$ cat config.mk
export PLATFORM = sky130hd
export DESIGN_NAME = trigger_record_capture
export DESIGN_NICKNAME = d
export VERILOG_FILES = /design/src/rtl/trigger_record_capture.sv
export SDC_FILE = /design/constraint.sdc
export NUM_CORES = 1
export LEC_CHECK = 0
export ABC_CLOCK_PERIOD_IN_PS = 8200
export BUFFER_PORTS_ARGS = -buffer_cell sky130_fd_sc_hd__buf_2
export CAP_MARGIN = 20
export CORE_ASPECT_RATIO = 1.2
export CORE_MARGIN = 2
export CORE_UTILIZATION = 55
export DETAILED_ROUTE_END_ITERATION = 16
export PLACE_DENSITY_LB_ADDON = 0.25
export SYNTH_ARGS = -nofsm -noshare
export SYNTH_HDL_FRONTEND = slang
export SYNTH_SLANG_ARGS = --single-unit
$ cat constraint.sdc
create_clock -name clk -period 8.2 [get_ports clk]
set_input_delay 1.23 -clock clk [delete_from_list [all_inputs] [get_ports clk]]
set_output_delay 1.23 -clock clk [all_outputs]
set_load 0.005 [all_outputs]
$ cat src/rtl/trigger_record_capture.sv
// Cuts fixed-length records out of the delayed sample stream on a trigger edge and frames them
// with valid/first/last, with per-run record counting, holdoff and missed-trigger accounting.
module trigger_record_capture #(
  parameter int unsigned BIT_WIDTH  = 14,
  parameter int unsigned RECORD_LEN = 1000,
  parameter int unsigned HOLDOFF    = 16
) (
  input  logic                   clk,
  input  logic                   rst,
  input  logic [2*BIT_WIDTH-1:0] fifo_tc_datain,
  input  logic                   trigger_tc_ready,
  input  logic                   trigger_i,
  input  logic                   enable_i,
  input  logic [15:0]            record_num_i,
  output logic [2*BIT_WIDTH-1:0] rec_data_o,
  output logic                   rec_valid_o,
  output logic                   rec_first_o,
  output logic                   rec_last_o,
  output logic [15:0]            rec_index_o,
  output logic                   busy_o,
  output logic                   done_o,
  output logic [7:0]             trig_missed_o
);

  localparam int unsigned DW = 2 * BIT_WIDTH;
  localparam int unsigned CW = $clog2(RECORD_LEN + 1);
  localparam int unsigned HW = $clog2(HOLDOFF + 1);
  localparam logic [CW-1:0] LastIdx  = CW'(RECORD_LEN - 1);
  localparam logic [HW-1:0] HoldLast = HW'(HOLDOFF - 1);

  localparam logic [2:0] StIdle      = 3'd0;
  localparam logic [2:0] StWaitReady = 3'd1;
  localparam logic [2:0] StArmed     = 3'd2;
  localparam logic [2:0] StCapture   = 3'd3;
  localparam logic [2:0] StHoldoff   = 3'd4;
  localparam logic [2:0] StDone      = 3'd5;

  logic [2:0]    state_q, state_d;
  logic          trig_q;
  logic [CW-1:0] sample_cnt_q, sample_cnt_d;
  logic [HW-1:0] hold_cnt_q, hold_cnt_d;
  logic [15:0]   num_lat_q, num_lat_d;
  logic [15:0]   rec_count_q, rec_count_d;
  logic [DW-1:0] data_q, data_d;
  logic          valid_q, valid_d;
  logic          first_q, first_d;
  logic          last_q, last_d;
  logic [15:0]   index_q, index_d;
  logic          done_q, done_d;
  logic [7:0]    missed_q, missed_d;
  logic          trig_edge;
  logic          missed_inc;

  assign trig_edge = trigger_i & ~trig_q;

  always_comb begin
    state_d      = state_q;
    sample_cnt_d = sample_cnt_q;
    hold_cnt_d   = hold_cnt_q;
    num_lat_d    = num_lat_q;
    rec_count_d  = rec_count_q;
    data_d       = data_q;
    valid_d      = 1'b0;
    first_d      = 1'b0;
    last_d       = 1'b0;
    index_d      = index_q;
    done_d       = 1'b0;
    missed_d     = missed_q;
    missed_inc   = 1'b0;
    case (state_q)
      StIdle: begin
        if (enable_i) begin
          state_d     = StWaitReady;
          num_lat_d   = record_num_i;
          rec_count_d = 16'd0;
          missed_d    = 8'd0;
          index_d     = 16'd0;
        end
      end
      StWaitReady: begin
        if (trigger_tc_ready) state_d = StArmed;
        else if (!enable_i)   state_d = StIdle;
      end
      StArmed: begin
        if (!trigger_tc_ready) begin
          state_d = StWaitReady;
        end else if (trig_edge) begin
          // The pair present in the trigger cycle is pair 0 of the record.
          state_d      = StCapture;
          data_d       = fifo_tc_datain;
          valid_d      = 1'b1;
          first_d      = 1'b1;
          index_d      = rec_count_q;
          sample_cnt_d = CW'(1);
        end else if (!enable_i) begin
          state_d = StIdle;
        end
      end
      StCapture: begin
        missed_inc = trig_edge;
        if (!trigger_tc_ready) begin
          state_d = StWaitReady;
        end else begin
          data_d       = fifo_tc_datain;
          valid_d      = 1'b1;
          sample_cnt_d = sample_cnt_q + CW'(1);
          if (sample_cnt_q == LastIdx) begin
            last_d      = 1'b1;
            rec_count_d = rec_count_q + 16'd1;
            hold_cnt_d  = '0;
            if (num_lat_q != 16'd0 && rec_count_q + 16'd1 == num_lat_q) begin
              state_d = StDone;
              done_d  = 1'b1;
            end else if (!enable_i) begin
              state_d = StIdle;
            end else begin
              state_d = StHoldoff;
            end
          end
        end
      end
      StHoldoff: begin
        missed_inc = trig_edge;
        if (!trigger_tc_ready) begin
          state_d = StWaitReady;
        end else if (hold_cnt_q == HoldLast) begin
          state_d = enable_i ? StArmed : StIdle;
        end else begin
          hold_cnt_d = hold_cnt_q + HW'(1);
        end
      end
      StDone:  state_d = StIdle;
      default: state_d = StIdle;
    endcase
    if (missed_inc && missed_q != 8'hFF) missed_d = missed_q + 8'd1;
  end

  always_ff @(posedge clk or posedge rst) begin
    if (rst) begin
      state_q      <= StIdle;
      trig_q       <= 1'b0;
      sample_cnt_q <= '0;
      hold_cnt_q   <= '0;
      num_lat_q    <= 16'd0;
      rec_count_q  <= 16'd0;
      data_q       <= '0;
      valid_q      <= 1'b0;
      first_q      <= 1'b0;
      last_q       <= 1'b0;
      index_q      <= 16'd0;
      done_q       <= 1'b0;
      missed_q     <= 8'd0;
    end else begin
      state_q      <= state_d;
      trig_q       <= trigger_i;
      sample_cnt_q <= sample_cnt_d;
      hold_cnt_q   <= hold_cnt_d;
      num_lat_q    <= num_lat_d;
      rec_count_q  <= rec_count_d;
      data_q       <= data_d;
      valid_q      <= valid_d;
      first_q      <= first_d;
      last_q       <= last_d;
      index_q      <= index_d;
      done_q       <= done_d;
      missed_q     <= missed_d;
    end
  end

  assign rec_data_o    = data_q;
  assign rec_valid_o   = valid_q;
  assign rec_first_o   = first_q;
  assign rec_last_o    = last_q;
  assign rec_index_o   = index_q;
  assign busy_o        = (state_q != StIdle);
  assign done_o        = done_q;
  assign trig_missed_o = missed_q;

endmodule

Word-level counts from Yosys, hierarchy flattened
Cells that the tools add are included.
- register bits: 107
- bits of input ports: 49
- add/subtract/negate cells: 4
- equal/unequal tests: 17
- multiplexer cells: 49
- bitwise logic cells: 2
- reductions and logical operators: 19
- operator list (cell ; number):
    $mux 28 ; 3
    $mux 16 ; 5
    $pmux 16 s2 ; 2
    $pmux 28 s2 ; 1
    $mux 3 ; 11
    $mux 10 ; 3
    $mux 8 ; 3
    $mux 5 ; 4
    $pmux 10 s2 ; 1
    $add 16x1->16 const B ; 1
    $eq 16x16->1 ; 1
    $reduce_bool 16->1 ; 1
    $pmux 3 s5 ; 1
    $ne 2x2->1 const B ; 7
    $mux 1 ; 12
    $reduce_and 4->1 ; 3
    $reduce_bool 2->1 ; 6
    $add 10x1->10 const B ; 1
    $eq 10x10->1 const B ; 1
    $pmux 5 s2 ; 1
    $add 8x1->8 const B ; 1
    $ne 8x8->1 const B ; 1
    $eq 3x2->1 const B ; 2
    $ne 3x3->1 const B ; 2
    15 further kinds ; 17

Logic depth before layout (Yosys ltp)
Gate-level depths: netlist (run 1).
- depth in word-level cells: 7
- mapped depth: 9
- mapped depth without buffers: 8

Worst setup path after synthesis (run 1)
No wires, ideal clock.
- path type: input port to flip-flop
- start: input port trigger_tc_ready
- end: register sample_cnt_q[2]
- setup time: 0.129 ns
- arrival: 2.307 ns
- slack: 5.764 ns
- stages: 7
- path buffers: 3
- cells stage by stage: clkbuf_1 > and2_1 > clkbuf_1 > nor2_1 > clkbuf_1 > o21ai_0 > o21ai_0
- longest elaborated chain between the ends: 2
- elaborated cells between the ends (all ways): 3
- those cells by class: 2 x eq/ne; 1 x reduce/logical
- RTL lines (element ; line ; source):
    start, declared ; 11 ; input logic trigger_tc_ready,
    $ne 2x2->1 (no line) ; - ;
    $reduce_and 4->1 (no line) (*) ; - ;
    end signal, assigned ; 156 ; sample_cnt_q <= sample_cnt_d;
    end, declared ; 40 ; logic [CW-1:0] sample_cnt_q, sample_cnt_d;
Mark *: on every way between the ends. The rest lies on a longest branch, timed or not.
A chain may end at the register's enable or synchronous reset.

Worst setup path in the final report (run 1)
- start: input port enable_i
- end: register rec_count_q[15]
- longest elaborated chain between the ends: 2
- RTL lines (element ; line ; source):
    start, declared ; 13 ; input logic enable_i,
    $ne 2x2->1 (no line) ; - ;
    $reduce_and 4->1 (no line) ; - ;
    end signal, assigned ; 159 ; rec_count_q <= rec_count_d;
    end, declared ; 43 ; logic [15:0] rec_count_q, rec_count_d;
Every way passes these cells.

==> results by group, run 1 <==
Pwr
  – Total power: 1.592 mW
  – Static power due to leakage: 3.041 nW
  – Worst vdd ir: 0.0001625 V
  – Pwr per Cell Area: 264.6 nW/um^2

Routing
  – Number of optimization iterations in the first detailed-route pass: 5
  – WL final: between 10000 and 15000 um
  – Routed wirelength normalized by instance count: 14.16 um
  – Post-detailed-route count of antenna-violating nets: 0
  – Vias per cell: roughly 5.4
  – Remaining routing DRC violations: 0
  – First-iteration detailed-routing DRC count: 227
  – Total number of vias: 4306

Place
  – IO Port Bufs: 105
  – DP Worst Slack: 4.288 ns
  – Detailed Place HPWL: 8094 um
  – Weighted congestion reported at the end of routability-driven placement: approximately 0.91
  – Placement Cell Area: 5742 sq um
  – DP Cell Count: 778

Die
  – Boundary Pins: 106
  – Placeable core region: 9081 sq um
  – Vert. Die Dim: about 110 um
  – Horizontal die dimension: 92.59 um
  – Cell row count: 38
  – Initial Util: 0.5704
  – Floorplan die area: slightly above 10000 sq um

Layout
  – Design area: 6018 sq um
  – Util after Layout: 0.6627
  – Post-Layout Cell Count: about 800
  – Ant diodes: 0
  – Synthesis-to-layout area growth: 16.18%
  – Fraction of final layout cells sized beyond drive strength 1: 0.2104
  – Layout Nets: 724

Job
  – Max-capacitance violation count: 0

Setup path
  – Stages on the worst setup path: 7
  – CP max stage cell: a21o_1
  – Source of the critical timing path: enable_i
  – Delay of the slowest cell on the worst path: 0.68 ns
  – CP Data Required Time: approximately 8.4 ns
  – Critical path peak fanout: 22
  – CP endpoint kind: flip-flop
  – Worst Setup EP: rec_count_q[15]$_DFFE_PP0P_
  – Kind of critical path: input port to flip-flop
  – Buf/Inv on CP: 2
  – Kind of launch point of the worst setup path: input port
  – Setup slack, reg-to-reg: just over 5 ns
  – Critical R2R Capture: rec_count_q[15]$_DFFE_PP0P_
  – Data arrival, critical path: 3.57 ns
  – Gate family responsible for the most delay along the worst path: compound AO/OA/AOI/OAI gates
  – Reg2Reg Launch Point: state_q[1]$_DFFE_PP0P_
  – Register-to-Register Path Depth: 7
  – Chain of cells forming the critical path: buf_2, nand2_1, a21o_1, clkinv_1, and2_2, o21ai_0, o31ai_1

STA
  – Part of the cycle the worst path needs: 0.4075
  – Number of hold violations in the final report: 0
  – Minimum setup slack in the final design: 4.858 ns
  – Setup Skew: 0.01189 ns
  – Worst Hold Slack: 0.4674 ns
  – Final number of setup-violating endpoints: 0
  – Final max-slew violation count: 0
  – Setup repair after global routing missed its margin: false
  – Maximum clock rate: 299.2 MHz
  – Minimum period implied by the final worst setup slack: 3.342 ns
  – Slew margin rel.: 0.2534
  – Worst-margin pin slew: 1.120 ns
  – Fin Setup TNS: 0 ns

Synthesis
  – Post-synth top area share: 0.5169
  – Cell type contributing the most total cell area after synthesis: dfrtp_1
  – Count of flip-flops with a built-in enable after synthesis: 0
  – Most repeated cell in the gate-level netlist after synthesis: nand2_1
  – Share of async-settable or async-resettable flops after synthesis: 1.000
  – FF+latch count, synth: ~110
  – Net Count, Synth: between 600 and 700
  – Synth Flop Type: dfrtp_1
  – Gate Count Post-Synth: 581
  – Ys Warns: 0
  – Leading cell types by total area after synthesis: dfrtp_1 (52%), nand2_1 (14%), o21ai_0 (5.7%)
  – Fraction of the yosys area taken by sequential cells: 0.5169
  – Count of different cell masters after synthesis: 59
  – Leading cell types by count after synthesis: nand2_1 (193), dfrtp_1 (107), o21ai_0 (59), nor2_1 (29), xnor2_1 (21)
  – Mean post-synth cell area: 8.916 sq um
  – Post-synth design cell area: 5180 sq um

Clocking
  – Hold_buf cts: 0
  – Deepest clock path buffer count: 2
  – Num CTS Buffers: 9
  – CTS clock-pin slew for the worst setup and hold paths: 0.10 ns
  – Clock root buffer: clkbuf_8
  – Clock sink count: between 100 and 150
  – Later-pin clock latency in the skew report: about 0.38 ns
  – Resized cells post-CTS: 0
  – Post-CTS setup buffer count: 0
  – H-tree lvl count: 3
  – TritonCTS clock tree: built

Worst hold path
  – Hold/Removal Path Class: flip-flop to flip-flop

GRT
  – Global-route total usage across every layer: 0.2350
  – Initial antenna violation count: 0
  – Via count of the first global-routing pass: roughly 4100
  – Largest net degree at the start of global routing: 74
  – Aggregate global routing overflow: 0
  – Global-route wire length before repair: 19000 um

Status
  – Outcome: finished clean
metal layers:
| layer | wire [um] | track usage |
|---|---|---|
| met1 | 4833 | 0.2961 |
| met3 | 824 | 0.05642 |
| met5 | 0 | 0 |
| met4 | 266 | 0.1002 |
| met2 | 5330 | 0.3910 |
cells by family after synthesis:
kind of cell / count (synthesis) / share of synthesized area
adders and majority gates: 5 / 0.01208
AOI/OAI and AO/OA: 101 / 0.1201
DFF: 107 / 0.5169
muxes: 2 / 0.003865
xor gates and xnor gates: 30 / 0.05073
buffers and inverters: 39 / 0.03237
and+or+nand+nor: 297 / 0.2640
final cells by class:
type                       instances  area [sq um]
timing repair buffer             108         568.0
clock buffer                      11         141.4
tap                              120         150.1
fill                             753          3063
inverter                           9         36.28
sequential                       107          2678
multi-input combinational        435          2337
clock inverter                     5         107.6
sequential cells by signal (all words and copies together), names as in the netlist, 3 cells and up:
signal         count
trig_missed_o      8
rec_index_o       16
state_q            3
rec_count_q       16
num_lat_q         16
sample_cnt_q      10
hold_cnt_q         5
rec_data_o        28
where the power goes:
group / internal, mW / switching [mW] / leakage, nW
Combinational: 0.193 / 0.254 / 1.49
Sequential: 0.645 / 0.108 / 1.42
Clock: 0.213 / 0.179 / 0.125
Total: 1.05 / 0.541 / 3.04
placed cells by master, fill, tap and decap left out, types with 5 or more instances in the layout:
cell type / count
inv_1: 7
nor2b_1: 5
nand2_1: 193
nand4_1: 5
dfrtp_1: 107
a21oi_1: 7
xor2_1: 9
nand3_1: 19
xnor2_1: 21
o21ai_0: 59
buf_2: 105
nor4_1: 5
nor2_1: 28
nor3_1: 7
clkbuf_8: 10
ha_1: 5
o31ai_1: 8
and3_1: 5
worst min path at each step:
stage / start / endpoint / slack, ns / cells past startpoint
2_1_floorplan: hold_cnt_q[4]$_DFFE_PP0P_ / hold_cnt_q[4]$_DFFE_PP0P_ / 0.45 / 2
3_3_place_gp: rec_data_o[3]$_DFFE_PP0P_ / rec_data_o[3]$_DFFE_PP0P_ / 0.45 / 2
3_5_place_dp: rec_data_o[26]$_DFFE_PP0P_ / rec_data_o[26]$_DFFE_PP0P_ / 0.45 / 2
4_1_cts: rec_data_o[3]$_DFFE_PP0P_ / rec_data_o[3]$_DFFE_PP0P_ / 0.47 / 2
5_1_grt: rec_data_o[26]$_DFFE_PP0P_ / rec_data_o[26]$_DFFE_PP0P_ / 0.49 / 2
6_report: rec_data_o[26]$_DFFE_PP0P_ / rec_data_o[26]$_DFFE_PP0P_ / 0.47 / 2
tightest hold or removal path, delay by kind of cell (launching register included):
family / cells / cell delay, ns
and+or+nand+nor: 2 / 0.10
DFF: 1 / 0.35
(Power assumes the default switching activity.)
==> inputs of run 2 (changes only) <==
Settings changed: ABC_CLOCK_PERIOD_IN_PS 8200 to 2800, CORE_UTILIZATION 55 to 50.
Clock period 8.2 ns to 2.8 ns, I/O delays scaled along.
==> run 2 against run 1 <==
Via count grew 0.91%. Sequential cell count did not move. Hold slack worse by 0.28 ns. Global-route usage decreased by 2.4 points. Critical path depth grew 1. Sequential power grew to 2.9 times the previous value. Design area is 2.5% higher. Count of clock-buffer cells in the layout shrank 2. Die area up 9.6%. Clock skew is 0.0042 ns lower. Cell count increased by 1.5%. Sequential share of layout area fell by 1.1 points.
==> results by group, run 2 (same netlist as run 1, synthesis figures left out) <==
Clocking
  – Clock root buffer: clkbuf_16
  – TritonCTS clock tree: built
  – Num CTS Buffers: 9 (unchanged)
  – CTS clock-pin slew for the worst setup and hold paths: 0.07 ns (-0.03 ns)
  – Clock sink count: 107 (unchanged)
  – H-tree lvl count: 3 (unchanged)
  – Deepest clock path buffer count: 2 (unchanged)
  – Later-pin clock latency in the skew report: 0.35 ns (-0.03 ns)

Die
  – Vert. Die Dim: 115.5 um (+4.7%)
  – Boundary Pins: 106 (unchanged)
  – Initial Util: 0.5149 (-0.05548)
  – Floorplan die area: 11190 sq um (+9.6%)
  – Horizontal die dimension: 96.92 um (+4.7%)
  – Placeable core region: 10060 sq um (+11%)
  – Cell row count: 40 (+5.3%)

GRT
  – Via count of the first global-routing pass: 4179 (+2.2%)
  – Largest net degree at the start of global routing: 47 (-36%)
  – Global-route wire length before repair: 19230 um (+1.2%)
  – Aggregate global routing overflow: 0 (unchanged)
  – Initial antenna violation count: 0 (unchanged)
  – Global-route total usage across every layer: 0.2114 (-0.02362)

STA
  – Slew margin rel.: 0.4740 (+0.2205)
  – Part of the cycle the worst path needs: 0.8726
  – Final number of setup-violating endpoints: 0 (unchanged)
  – Maximum clock rate: slightly above 400 MHz
  – Minimum period implied by the final worst setup slack: 2.443 ns
  – Setup repair after global routing missed its margin: false
  – Number of hold violations in the final report: 0 (unchanged)
  – Worst-margin pin slew: 0.7873 ns (-0.3325 ns)
  – Fin Setup TNS: 0 ns (unchanged)
  – Final max-slew violation count: 0 (unchanged)
  – Setup Skew: 0.007666 ns (-0.004224 ns)

Pwr
  – Total power: 4.977 mW (+210%)
  – Static power due to leakage: 3.111 nW (+2.3%)
  – Pwr per Cell Area: 806.7 nW/um^2 (+200%)
  – Worst vdd ir: 0.0004446 V (+170%)

Routing
  – Number of optimization iterations in the first detailed-route pass: 5 (unchanged)
  – WL final: 11390 um (+1.2%)
  – Vias per cell: 5.384 (-0.59%)
  – Routed wirelength normalized by instance count: 14.12 um (-0.30%)
  – Wire length the detailed router placed on met1: 4983 um (+3.1%)
  – Remaining routing DRC violations: 0 (unchanged)
  – DR WL met3: 752 um (-8.7%)
  – Total number of vias: 4345 (+0.91%)
  – First-iteration detailed-routing DRC count: 251 (+11%)
  – Post-detailed-route count of antenna-violating nets: 0 (unchanged)
  – Highest signal layer in the routed design: met4
  – Total met2 wirelength after detailed routing: 5454 um (+2.3%)

Status
  – Outcome: finished clean

Setup path
  – CP endpoint kind: flip-flop
  – CP Data Required Time: 3.03 ns (-5.40 ns)
  – Data arrival, critical path: 2.67 ns (-0.90 ns)
  – Register-to-Register Path Depth: 8 (+1)
  – Kind of launch point of the worst setup path: flip-flop
  – Kind of critical path: flip-flop to flip-flop
  – Critical R2R Capture: rec_count_q[15]$_DFFE_PP0P_
  – Critical path peak fanout: 22 (unchanged)
  – Setup slack, reg-to-reg: 0.36 ns (-4.79 ns)
  – Reg2Reg Launch Point: sample_cnt_q[0]$_DFFE_PP0P_

Place
  – IO Port Bufs: 105 (unchanged)
  – Weighted congestion reported at the end of routability-driven placement: 0.8926 (-2.4%)
  – Detailed Place HPWL: 8165 um (+0.88%)

Layout
  – Fraction of final layout cells sized beyond drive strength 1: 0.2203 (+0.009894)
  – Synthesis-to-layout area growth: 19.11%
  – Reg area: 2678 sq um (unchanged)
  – Most frequent standard cell in the layout excluding fill and tap cells: nand2_1
  – Layout Nets: 731 (+0.97%)
  – Most used cells in the layout excluding fill and tap cells: nand2_1 (193), dfrtp_1 (107), buf_2 (105)
  – Fill cell count: 844 (+12%)
  – Max reg flops: 28 (unchanged)
  – Ant diodes: 0 (unchanged)
  – Multi-input logic area: 2338 sq um (about the same)

Worst hold path
  – Hold_sp: trigger_i
  – Hold path cells: 1 (-1)
  – Capture endpoint of the worst hold path: trig_q$_DFF_PP0_
  – Hold/Removal Path Class: input port to flip-flop

Job
  – Max-capacitance violation count: 0 (unchanged)
==> run 2: how the worst max path moves through the flow <==
stage | start | endpoint | slack (ns)
after floorplan | rec_count_q[0]$_DFFE_PP0P_ | state_q[2]$_DFFE_PP0P_ | 0.75
after global placement | sample_cnt_q[0]$_DFFE_PP0P_ | rec_count_q[15]$_DFFE_PP0P_ | 0.25
after detailed placement | sample_cnt_q[0]$_DFFE_PP0P_ | rec_count_q[15]$_DFFE_PP0P_ | 0.19
after CTS | sample_cnt_q[0]$_DFFE_PP0P_ | rec_count_q[15]$_DFFE_PP0P_ | 0.07
after global routing | sample_cnt_q[0]$_DFFE_PP0P_ | rec_count_q[15]$_DFFE_PP0P_ | 0.13
final | sample_cnt_q[0]$_DFFE_PP0P_ | rec_count_q[15]$_DFFE_PP0P_ | 0.36
==> run 2: metal layers <==
layer  vias up  global-route usage
met4         0             0.07981
met5         -                   0
li1       2154                   -
met3        21             0.05971
met1      2017              0.2601
met2       153              0.3588
==> run 2: metrics by stage <==
| step | hold WS (ns) | instances | instance area (sq um) | utilization | setup WS, ns |
|---|---|---|---|---|---|
| 2_1_floorplan | 0.4498 | 581 | 5184 | - | 0.7531 |
| 3_3_place_gp | 0.4461 | 791 | 5816 | 0.5781 | 0.2481 |
| 3_5_place_dp | 0.4534 | 792 | 5831 | 0.5796 | 0.1863 |
| 4_1_cts | 0.1769 | 807 | 6168 | 0.6132 | 0.06681 |
| 5_1_grt | 0.1703 | 807 | 6170 | 0.6133 | 0.1281 |
| 6_report | 0.1825 | 807 | 6170 | 0.6133 | 0.3567 |
==> run 2: critical path: stages, from the launching register on <==
cell and delay, ns:
dfrtp_1 0.43, ha_1 0.29, nor4bb_1 0.18, nand3_1 0.13
a21o_2 0.39, clkinv_1 0.34, and2_2 0.29, o21ai_0 0.17
o31ai_1 0.10
==> run 2: area by class of cell <==
class / instances / area share
inverters: 9 / 0.006084
repair buffers: 115 / 0.1006
clock buffers: 9 / 0.03650
clock inverters: 6 / 0.01825
flip-flops and latches: 107 / 0.4340
well taps: 126 / 0.02555
multi-input cells: 435 / 0.3790
==> run 2: power breakdown <==
group	switching [mW]	total, mW	leakage (nW)	internal [mW]
Clock	0.554	1.43	0.166	0.871
Combinational	0.756	1.35	1.52	0.592
Sequential	0.313	2.20	1.42	1.89
==> run 2: what timing repair did <==
| action | CTS | global route |
|---|---|---|
| gates resized for setup | 0 | 1 |
| buffers inserted | 0 | 0 |
| hold buffers | 0 | 0 |
| endpoints found under the setup margin | 0 | 1 |
==> inputs of run 3 (changes only) <==
==> constraint.sdc (replaced) <==
create_clock -name clk -period 2.8 [get_ports clk]
set_input_delay 0.28 -clock clk [delete_from_list [all_inputs] [get_ports clk]]
set_output_delay 0.28 -clock clk [all_outputs]
set_load 0.005 [all_outputs]
==> run 3 against run 2 <==
The flow now finishes with violations (hold timing). Critical path depth fell by 1. Sequential cell count did not move. Sequential power barely moved. First-iteration DRC count fell by 25%. Largest power group unchanged.
==> results by group, run 3 (same netlist as run 1, synthesis figures left out) <==
Status
  – Outcome: finished, violations left
  – Failing checks: hold timing

GRT
  – Global routing met3 resource utilization: 0.05066 (-0.009047)
  – Met1 usage in global routing: 0.2736 (+0.01348)
  – Global Route met2 Usage: 0.3528 (-0.006019)
  – Global-route wire length before repair: 19350 um (+0.61%)
  – Global-route total usage across every layer: 0.2129 (+0.001440)
  – Global route hottest layer: met2
  – Via count of the first global-routing pass: 4103 (-1.8%)
  – Largest net degree at the start of global routing: 82 (+74%)
  – Initial antenna violation count: 0 (unchanged)
  – Aggregate global routing overflow: 0 (unchanged)

Routing
  – Remaining routing DRC violations: 0 (unchanged)
  – Post-detailed-route count of antenna-violating nets: 0 (unchanged)
  – Routed wirelength normalized by instance count: 14.02 um (-0.68%)
  – Total number of vias: 4322 (-0.53%)
  – Vias per cell: 5.369 (-0.28%)
  – Number of optimization iterations in the first detailed-route pass: 4 (-1)
  – First-iteration detailed-routing DRC count: 189 (-25%)
  – WL final: 11290 um (-0.93%)

STA
  – Slew margin rel.: 0.6051 (+0.1311)
  – Final number of setup-violating endpoints: 0 (unchanged)
  – Setup Skew: 0.005911 ns (-0.001754 ns)
  – Worst Hold Slack: -0.01434 ns (-0.1969 ns)
  – Part of the cycle the worst path needs: 0.8642 (-0.008389)
  – Final max-slew violation count: 0 (unchanged)
  – Fin Setup TNS: 0 ns (unchanged)
  – Number of hold violations in the final report: 24 (+24)
  – Setup repair after global routing missed its margin: false
  – Maximum clock rate: 413.3 MHz (+0.97%)
  – Minimum period implied by the final worst setup slack: 2.420 ns (-0.02349 ns)
  – Worst-margin pin slew: 0.5911 ns (-0.1963 ns)

Layout
  – Layout Nets: 729 (-0.27%)
  – Multi-input logic area: 2338 sq um (unchanged)
  – Most frequent standard cell in the layout excluding fill and tap cells: nand2_1
  – Most used cells in the layout excluding fill and tap cells: nand2_1 (193), dfrtp_1 (107), buf_2 (105)
  – Ant diodes: 0 (unchanged)
  – Fraction of final layout cells sized beyond drive strength 1: 0.2165 (-0.003769)
  – Fill cell count: 887 (+5.1%)
  – Synthesis-to-layout area growth: 17.68%
  – Util after Layout: 0.6060 (-0.007338)
  – Reg area: 2678 sq um (unchanged)
  – Max reg flops: 28 (unchanged)

Setup path
  – CP Data Required Time: 3.08 ns (+0.05 ns)
  – CP endpoint kind: flip-flop
  – Kind of critical path: flip-flop to flip-flop
  – Data arrival, critical path: 2.70 ns (+0.03 ns)
  – Setup slack, reg-to-reg: 0.38 ns (+0.02 ns)
  – CP max stage cell: dfrtp_1
  – Register-to-Register Path Depth: 7 (-1)
  – Buf/Inv on CP: 0 (-1)
  – Source of the critical timing path: rec_count_q[0]$_DFFE_PP0P_
  – Kind of launch point of the worst setup path: flip-flop
  – Reg2Reg Launch Point: rec_count_q[0]$_DFFE_PP0P_
  – Gate family responsible for the most delay along the worst path: simple AND/OR/NAND/NOR gates
  – Chain of cells forming the critical path: ha_1, nand3_2, nor4_4, xnor2_1, a2111oi_4, nand4_2, a21oi_2
  – Delay of the slowest cell on the worst path: 0.51 ns (+0.08 ns)
  – Critical path peak fanout: 9 (-59%)
  – Stages on the worst setup path: 7 (-1)

Die
  – Cell row count: 40 (unchanged)
  – Floorplan die area: 11190 sq um (unchanged)
  – Vert. Die Dim: 115.5 um (unchanged)
  – Placeable core region: 10060 sq um (unchanged)
  – Initial Util: 0.5149 (unchanged)
  – Horizontal die dimension: 96.92 um (unchanged)
  – Boundary Pins: 106 (unchanged)

Place
  – IO Port Bufs: 105 (unchanged)
  – Weighted congestion reported at the end of routability-driven placement: 0.8906 (-0.22%)
  – Detailed Place HPWL: 8186 um (+0.26%)

Pwr
  – Pwr per Cell Area: 777.0 nW/um^2 (-3.7%)
  – Worst vdd ir: 0.0004178 V (-6.0%)
  – Static power due to leakage: 3.075 nW (-1.2%)

Clocking
  – Num CTS Buffers: 9 (unchanged)
  – Deepest clock path buffer count: 2 (unchanged)
  – Clock root buffer: clkbuf_16
  – CTS clock-pin slew for the worst setup and hold paths: 0.07 ns (about the same)
  – Clock sink count: 107 (unchanged)
  – Later-pin clock latency in the skew report: 0.35 ns (about the same)
  – H-tree lvl count: 3 (unchanged)
  – Hold_buf cts: 0 (unchanged)
  – TritonCTS clock tree: built

Worst hold path
  – Hold/Removal Path Class: input port to async pin

Job
  – Max-capacitance violation count: 0 (unchanged)
[run 3: changes by cell type in the layout (fill, tap and decap cells not counted)]
| cell | change |
|---|---|
| buf_4 | -2 |
| clkbuf_1 | +1 |
| bufinv_16 | -3 |
| clkbuf_8 | +2 |
[run 3: path summary, 6_finish.rpt]
kind,to
max in group asynchronous,rec_index_o[7]$_DFFE_PP0P_
worst min-delay path,rec_data_o[14]$_DFFE_PP0P_
min in group clk,trig_q$_DFF_PP0_
worst max-delay path,state_q[2]$_DFFE_PP0P_
worst min register to register,rec_data_o[0]$_DFFE_PP0P_
worst max register to register,state_q[2]$_DFFE_PP0P_
[run 3: where the power goes]
group	internal (mW)	leakage, nW	switching [mW]
Clock	0.650	0.139	0.547
Sequential	1.89	1.42	0.308
Combinational	0.588	1.51	0.753
Total	3.13	3.08	1.61
[run 3: cell type report]
cell class	count	share of cell area
Sequential cell	107	0.4392
Multi-Input combinational cell	435	0.3836
Timing Repair Buffer	113	0.09934
Clock buffer	12	0.04208
Tap cell	126	0.02586
Inverter	9	0.006158
Clock inverter	3	0.003695
[run 3: repair_timing]
action | in CTS | in global routing
endpoints found under the setup margin | 0 | 1
setup buffers | 0 | 0
gates resized for setup | 0 | 1
[run 3: metal layers]
metal | wire length (um) | vias to the layer above
met5 | 0 | -
met4 | 240 | 0
met3 | 653 | 18
met2 | 5308 | 139
met1 | 5084 | 2019
li1 | - | 2146
[run 3: stage by stage]
step           worst slack (ns)  cell area, sq um  instances  power (mW)  hold WS [ns]
5_1_grt                  0.2103              6096        805       5.083       0.03406
6_report                 0.3802              6096        805       4.737      -0.01434
3_5_place_dp             0.1511              5816        790       3.572        0.3876
4_1_cts                  0.1376              6095        805       4.781      0.003809
2_1_floorplan            0.7531              5184        581       3.074        0.3114
3_3_place_gp             0.2428              5801        789       3.506        0.3715
